[src/rtl/log_pkg.sv]
// Shared definitions for the log2 pixel sequencer: FSM states, Q8.8 widths,
// normalisation constants and the leading-one normalise helper.
package log_pkg;

  localparam int Q_INT  = 8;
  localparam int Q_FRAC = 8;
  localparam int Q_W    = Q_INT + Q_FRAC;

  // 1.0 in the 1.16 running-product format
  localparam logic [16:0] P_ONE = 17'h10000;

  // Deepest table index the log_mod ROM holds
  localparam int ITERATOR_MAX = 10;
  localparam int IDX_W        = 4;

  typedef enum logic [2:0] {
    S_IDLE,
    S_NORM,
    S_ISSUE,
    S_UPDATE,
    S_DONE
  } state_t;

  // Normalised pixel: e = leading-one position + 1, m = mantissa in [0.5,1)
  typedef struct packed {
    logic       zero;
    logic [3:0] e;
    logic [7:0] m;
  } norm_t;

  function automatic norm_t normalise(input logic [7:0] x);
    norm_t n;
    n.zero = (x == 8'd0);
    n.e    = 4'd0;
    for (int b = 0; b < 8; b++)
      if (x[b]) n.e = 4'(b + 1);
    n.m = x << (4'd8 - n.e);
    return n;
  endfunction

endpackage

[src/rtl/log_mod.sv]
// Registered table of log2(1 - 2^-i), sign-magnitude Q8.8 (always negative).
// Index 0 is the idle code and returns zero.
module log_mod
  import log_pkg::*;
(
  input  logic             clk,
  input  logic             rst_n,
  input  logic [IDX_W-1:0] i_idx,
  output logic [Q_W-1:0]   o_log_val
);

  logic [14:0]    w_mag;
  logic [Q_W-1:0] r_log_val;

  // Magnitudes are round(-log2(1 - 2^-i) * 256)
  always_comb begin
    w_mag = 15'd0;
    case (i_idx)
      4'd1:    w_mag = 15'd256;
      4'd2:    w_mag = 15'd106;
      4'd3:    w_mag = 15'd49;
      4'd4:    w_mag = 15'd24;
      4'd5:    w_mag = 15'd12;
      4'd6:    w_mag = 15'd6;
      4'd7:    w_mag = 15'd3;
      4'd8:    w_mag = 15'd1;
      4'd9:    w_mag = 15'd1;
      default: w_mag = 15'd0;
    endcase
  end

  // One-cycle registered lookup
  always_ff @(posedge clk or negedge rst_n) begin
    if (!rst_n) r_log_val <= '0;
    else        r_log_val <= {(i_idx != '0), w_mag};
  end

  assign o_log_val = r_log_val;

endmodule

[src/rtl/log2_pixel_seq.sv]
// log2 of each pixel of a vector, one pixel at a time, by shift-and-subtract
// multiplicative normalisation over a single shared log_mod table.
// Optional macro LOG_REPEAT_EN: allow each table index to be taken up to three
// times in a row, trading fixed latency for range/accuracy.
module log2_pixel_seq
  import log_pkg::*;
#(
  parameter int XLEN_PIXEL    = 8,
  parameter int NUM_OF_PIXELS = 4,
  parameter int ITERATOR      = 8
)(
  input  logic                                clk,
  input  logic                                rst_n,
  input  logic                                in_valid,
  output logic                                in_ready,
  input  logic [NUM_OF_PIXELS*XLEN_PIXEL-1:0]   in_pixels,
  output logic                                out_valid,
  input  logic                                out_ready,
  output logic [NUM_OF_PIXELS*2*XLEN_PIXEL-1:0] out_logs,
  output logic [NUM_OF_PIXELS-1:0]              out_zero,
  output logic                                busy
);

  localparam int               PC_W    = (NUM_OF_PIXELS > 1) ? $clog2(NUM_OF_PIXELS) : 1;
  localparam logic [PC_W-1:0]  PC_LAST = PC_W'(NUM_OF_PIXELS - 1);
  localparam logic [IDX_W-1:0] I_LAST  = IDX_W'(ITERATOR);

  state_t                                   r_state;
  logic [NUM_OF_PIXELS-1:0][XLEN_PIXEL-1:0] r_pix;
  logic [PC_W-1:0]                          r_pc;
  logic [3:0]                               r_e;
  logic [7:0]                               r_m;
  logic [IDX_W-1:0]                         r_i;
  logic [16:0]                              r_p;
  logic [16:0]                              r_t;
  logic [Q_W-1:0]                           r_acc;
  logic [NUM_OF_PIXELS-1:0][Q_W-1:0]        r_logs;
  logic [NUM_OF_PIXELS-1:0]                 r_zero;

  logic [IDX_W-1:0] w_idx;
  logic [Q_W-1:0]   w_log;
  logic             w_unused_sign;
  norm_t            w_norm;
  logic             w_take;
  logic             w_rep;
  logic [Q_W-1:0]   w_acc_nxt;
  logic [Q_W-1:0]   w_e_q;
  logic [Q_W-1:0]   w_res;

  // Table is only addressed while issuing; idle index is 0
  assign w_idx = (r_state == S_ISSUE) ? r_i : '0;

  log_mod u_log_mod (
    .clk      (clk),
    .rst_n    (rst_n),
    .i_idx    (w_idx),
    .o_log_val(w_log)
  );

  // Every table entry is negative; only the magnitude is accumulated
  assign w_unused_sign = w_log[Q_W-1];

  // Normalise current pixel, test candidate product, form the pixel result
  always_comb begin
    w_norm    = normalise(r_pix[r_pc]);
    w_take    = (r_t >= {1'b0, r_m, 8'h00});
    w_acc_nxt = w_take ? (r_acc + {1'b0, w_log[14:0]}) : r_acc;
    w_e_q     = {4'h0, r_e, 8'h00};
    w_res     = (w_e_q > w_acc_nxt) ? (w_e_q - w_acc_nxt) : '0;
  end

`ifdef LOG_REPEAT_EN
  logic [1:0] r_rep;
  assign w_rep = w_take && (r_rep < 2'd2);

  // Repeat counter for the current index, cleared whenever the index moves on
  always_ff @(posedge clk or negedge rst_n) begin
    if (!rst_n)                                    r_rep <= 2'd0;
    else if (r_state == S_UPDATE && w_rep)         r_rep <= r_rep + 2'd1;
    else if (r_state == S_UPDATE || r_state == S_NORM) r_rep <= 2'd0;
  end
`else
  assign w_rep = 1'b0;
`endif

  // Sequencer: accept, per-pixel normalise/issue/update loop, hold result
  always_ff @(posedge clk or negedge rst_n) begin
    if (!rst_n) begin
      r_state <= S_IDLE;
      r_pix   <= '0;
      r_pc    <= '0;
      r_e     <= '0;
      r_m     <= '0;
      r_i     <= '0;
      r_p     <= '0;
      r_t     <= '0;
      r_acc   <= '0;
      r_logs  <= '0;
      r_zero  <= '0;
    end else begin
      case (r_state)
        S_IDLE: if (in_valid) begin
          r_pix   <= in_pixels;
          r_pc    <= '0;
          r_logs  <= '0;
          r_zero  <= '0;
          r_state <= S_NORM;
        end
        S_NORM: if (w_norm.zero) begin
          r_logs[r_pc] <= '0;
          r_zero[r_pc] <= 1'b1;
          r_pc         <= r_pc + 1'b1;
          r_state      <= (r_pc == PC_LAST) ? S_DONE : S_NORM;
        end else begin
          r_e     <= w_norm.e;
          r_m     <= w_norm.m;
          r_p     <= P_ONE;
          r_acc   <= '0;
          r_i     <= IDX_W'(1);
          r_state <= S_ISSUE;
        end
        S_ISSUE: begin
          r_t     <= r_p - (r_p >> r_i);
          r_state <= S_UPDATE;
        end
        S_UPDATE: begin
          if (w_take) r_p <= r_t;
          r_acc <= w_acc_nxt;
          if (w_rep) begin
            r_state <= S_ISSUE;
          end else if (r_i == I_LAST) begin
            // pixel finished: result folded into this cycle
            r_logs[r_pc] <= w_res;
            r_pc         <= r_pc + 1'b1;
            r_state      <= (r_pc == PC_LAST) ? S_DONE : S_NORM;
          end else begin
            r_i     <= r_i + 1'b1;
            r_state <= S_ISSUE;
          end
        end
        S_DONE: if (out_ready) r_state <= S_IDLE;
        default: r_state <= S_IDLE;
      endcase
    end
  end

  assign in_ready  = (r_state == S_IDLE);
  assign busy      = (r_state != S_IDLE);
  assign out_valid = (r_state == S_DONE);
  assign out_logs  = r_logs;
  assign out_zero  = r_zero;

endmodule
[config.mk]
export PLATFORM = sky130hd
export DESIGN_NAME = log2_pixel_seq
export DESIGN_NICKNAME = d
export VERILOG_FILES = /design/src/rtl/log_pkg.sv /design/src/rtl/log_mod.sv /design/src/rtl/log2_pixel_seq.sv
export SDC_FILE = /design/constraint.sdc
export NUM_CORES = 1
export LEC_CHECK = 0
export CORE_ASPECT_RATIO = 1.5
export CORE_MARGIN = 10
export CORE_UTILIZATION = 35
export DETAILED_ROUTE_END_ITERATION = 7
export PLACE_DENSITY_LB_ADDON = 0.2
export SYNTH_ARGS = -nofsm -noshare
export SYNTH_HDL_FRONTEND = slang
export SYNTH_SLANG_ARGS = --single-unit
export TNS_END_PERCENT = 5
[constraint.sdc]
create_clock -name clk -period 13.1 [get_ports clk]
set_input_delay 1.31 -clock clk [delete_from_list [all_inputs] [get_ports clk]]
set_output_delay 1.31 -clock clk [all_outputs]
set_load 0.05 [all_outputs]
==> out/qor.yml <==
rows: 76
worst_path_most_repeated_cell: "o21ai_0"
critPathTopFamily: "compound AO/OA/AOI/OAI gates"
power_density_nw_per_um2: 289.6
cts_sinks: 179
fill_cells: 2878
synthToLayoutAreaGrowth_pct: 19.29
synthTopCellsByArea: "dfrtp_1 44%, ha_1 5.8%, nand2_1 4.6%"
tightest_slew_ps: 1250
p_leak_nw: 5.270
grt_pass1_wl_um: 44190
synthCells: 1041
grt_pass1_vias: 8036
register_area_um2: 4479
final_max_slew_viol_count: 0
ys_seq_area_frac: 0.4354
worst-setup-path-type: "register to register"
die-width_um: 160.0
timing.setup.tns_ps: 0
cp_cell_sequence: "clkinv_1 -> mux2_2 -> nor2_1 -> a21oi_1 -> o21ai_0 -> ha_1 -> nor2b_1 -> o21ai_0 -> nand2b_1 -> a21o_1 -> a31o_2 -> a311oi_1 -> nor3_1 -> o31a_1 -> or3_1"
cts_resized: 0
worst-path-max-fanout: 22
root_buffer: "clkbuf_16"
antenna_found_initial: 0
grt_max_degree: 70
synth.top_cell.area_share: 0.4354
worst_slack_ps: 8423
ys_ff_latch: 179
critPathMaxStageDelay_ps: 770
synth-edff-count: 0
start_util: 0.3559
hold_ws_ps: 484.1
async_reset_ff_frac: 1.000
wl_per_cell_um: 17.76
dp_hpwl_um: 20400
clockBufferDepth: 2
post-route-period-util: 0.3570
via_per_inst: 5.276
htree_num_levels: 4
worst-path-stages: 15
dieArea_um2: 36790
crit_required_ps: 13430
drt_first_iter_violations: 528
cp-start-kind: "register"
post-route-min-period_ps: 4677
core_um2: 28910
ant_nets: 0
timing.rr.end: "r_t[15]$_DFFE_PN0N_"
hp-class: "register to register"
cp-startpoint: "r_i[0]$_DFFE_PN0P_"
place_ws_ps: 8494
rsz0062_at_grt: "no"
yosysMostFrequentCell: "dfrtp_1"
endpoint_kind: "register"
setup_viol: 0
num_antenna_cells: 0
drive_gt1_frac: 0.1060
synth_cell_types: 81
crit_buf_inv: 1
netlist_area_um2: 10290
synthFlopType: "dfrtp_1"
via_count: 8078
drv_cap: 0
place.gp.congestion: 0.8412
remaining_drc_errors: 0
syn_nets: 1127
synth.top_cells.by_count: "179 x dfrtp_1, 127 x nand2_1, 95 x o21ai_0, 61 x nor2_1, 51 x a22o_1"
cp.arrival_ps: 5010
io_pins: 107
cts.clk_slew.worst_paths_ps: 70
holdBufCountCts: 0
yosys_warnings: 0
die_h_um: 230.0
rrSetupSlack_ps: 8420
worstSkewPairLatency_ps: 460
ir_worst_vdd_v: 0.0001168
final_nets: 1214
syn_area_per_cell_um2: 9.882
post-route-util: 0.4245
drt-total-wl_um: 27190
synth_largest_area_cell: "dfrtp_1"
cts_made_buffers: 17
grt_overflow: 0
worstRegToRegCells: 15
hold_violations: 0
cpMaxStageDelayCell: "dfrtp_1"
status: "completed"
regToRegStartpoint: "r_i[0]$_DFFE_PN0P_"
numPortBuffers: 106
timing.critical_path.to: "r_t[15]$_DFFE_PN0N_"
grt_use_total: 0.1479
clock_skew_ps: 12.68
dr.pass1.iters: 5
relSlewSlack: 0.1612
postCtsSetupRepairBufs: 0
cts_tree: "built"
fmax_mhz: 213.8
multiInputGateArea_um2: 5475
[placed cells by master (no fill, tap or decap), drive strengths merged, types with 41 or more instances in the layout]
| cell | instances |
|---|---|
| dfrtp | 179 |
| nand2 | 127 |
| o21ai | 118 |
| clkdlybuf4s50 | 105 |
| nor2 | 62 |
| a22o | 51 |
| ha | 48 |
| a21oi | 46 |
| inv | 42 |
| mux2 | 41 |
[report_power, final]
group / switching, W / internal (W)
combinational: 0.00132 / 0.000842
clock: 0.000235 / 0.000252
sequential: 0.000181 / 0.000723
[worst register-to-register path: stages, from the launching register on]
cell,delay [ps]
dfrtp_1,770
clkinv_1,620
mux2_2,450
nor2_1,90
a21oi_1,50
o21ai_0,240
ha_1,280
nor2b_1,120
o21ai_0,140
nand2b_1,110
a21o_1,210
a31o_2,270
a311oi_1,420
nor3_1,150
o31a_1,290
or3_1,360
[state kept, by name, indices dropped and copies added, names as in the netlist]
name	count
r_i	4
r_p	17
out_logs	64
r_m	8
r_t	17
u_log_mod.o_log_val	8
r_e	4
r_pc	2
r_state	3
out_zero	4
r_pix	32
r_acc	16
[metal layers]
metal  track usage  share of wire
met5             0              0
met4       0.05926          0.022
met3       0.02343          0.031
met2        0.2732           0.55
met1        0.1647           0.40
[metrics by stage]
step           total power (W)  cells  area [um^2]
2_1_floorplan         0.002522   1041        10290
3_3_place_gp          0.003064   1499        11720
3_5_place_dp          0.003084   1499        11720
4_1_cts               0.003584   1531        12270
5_1_grt               0.003867   1531        12270
6_report              0.003554   1531        12270
[cell type report]
cell class	instances	area share
well taps	390	0.03976
inverters	40	0.01223
flip-flops and latches	179	0.3650
multi-input cells	775	0.4462
repair buffers	115	0.09207
clock buffers	21	0.03670
clock inverters	11	0.008055
[kinds of logic (layout without fill, tap and decap cells)]
logic type | Yosys count | in the layout | synth area share
simple gates | 320 | 320 | 0.1560
compound gates | 300 | 300 | 0.1964
flops | 179 | 179 | 0.4354
buf+inv | 87 | 187 | 0.03381
mux | 72 | 72 | 0.08477
fa+ha+maj | 50 | 50 | 0.06227
xor+xnor | 33 | 33 | 0.03126
[how the worst min path moves through the flow]
stage                              from                  endpoint  slack (ps)  depth (start not counted)
2_1_floorplan        r_m[4]$_DFFE_PN0P_        r_m[4]$_DFFE_PN0P_         450                          2
3_3_place_gp   out_logs[30]$_DFFE_PN0P_  out_logs[30]$_DFFE_PN0P_         470                          1
3_5_place_dp   out_logs[28]$_DFFE_PN0P_  out_logs[28]$_DFFE_PN0P_         470                          1
4_1_cts        out_logs[12]$_DFFE_PN0P_  out_logs[12]$_DFFE_PN0P_         490                          1
5_1_grt              r_m[4]$_DFFE_PN0P_        r_m[4]$_DFFE_PN0P_         510                          2
6_report        out_logs[0]$_DFFE_PN0P_   out_logs[0]$_DFFE_PN0P_         480                          2
No activity file was read; power rests on OpenSTA's default activity.
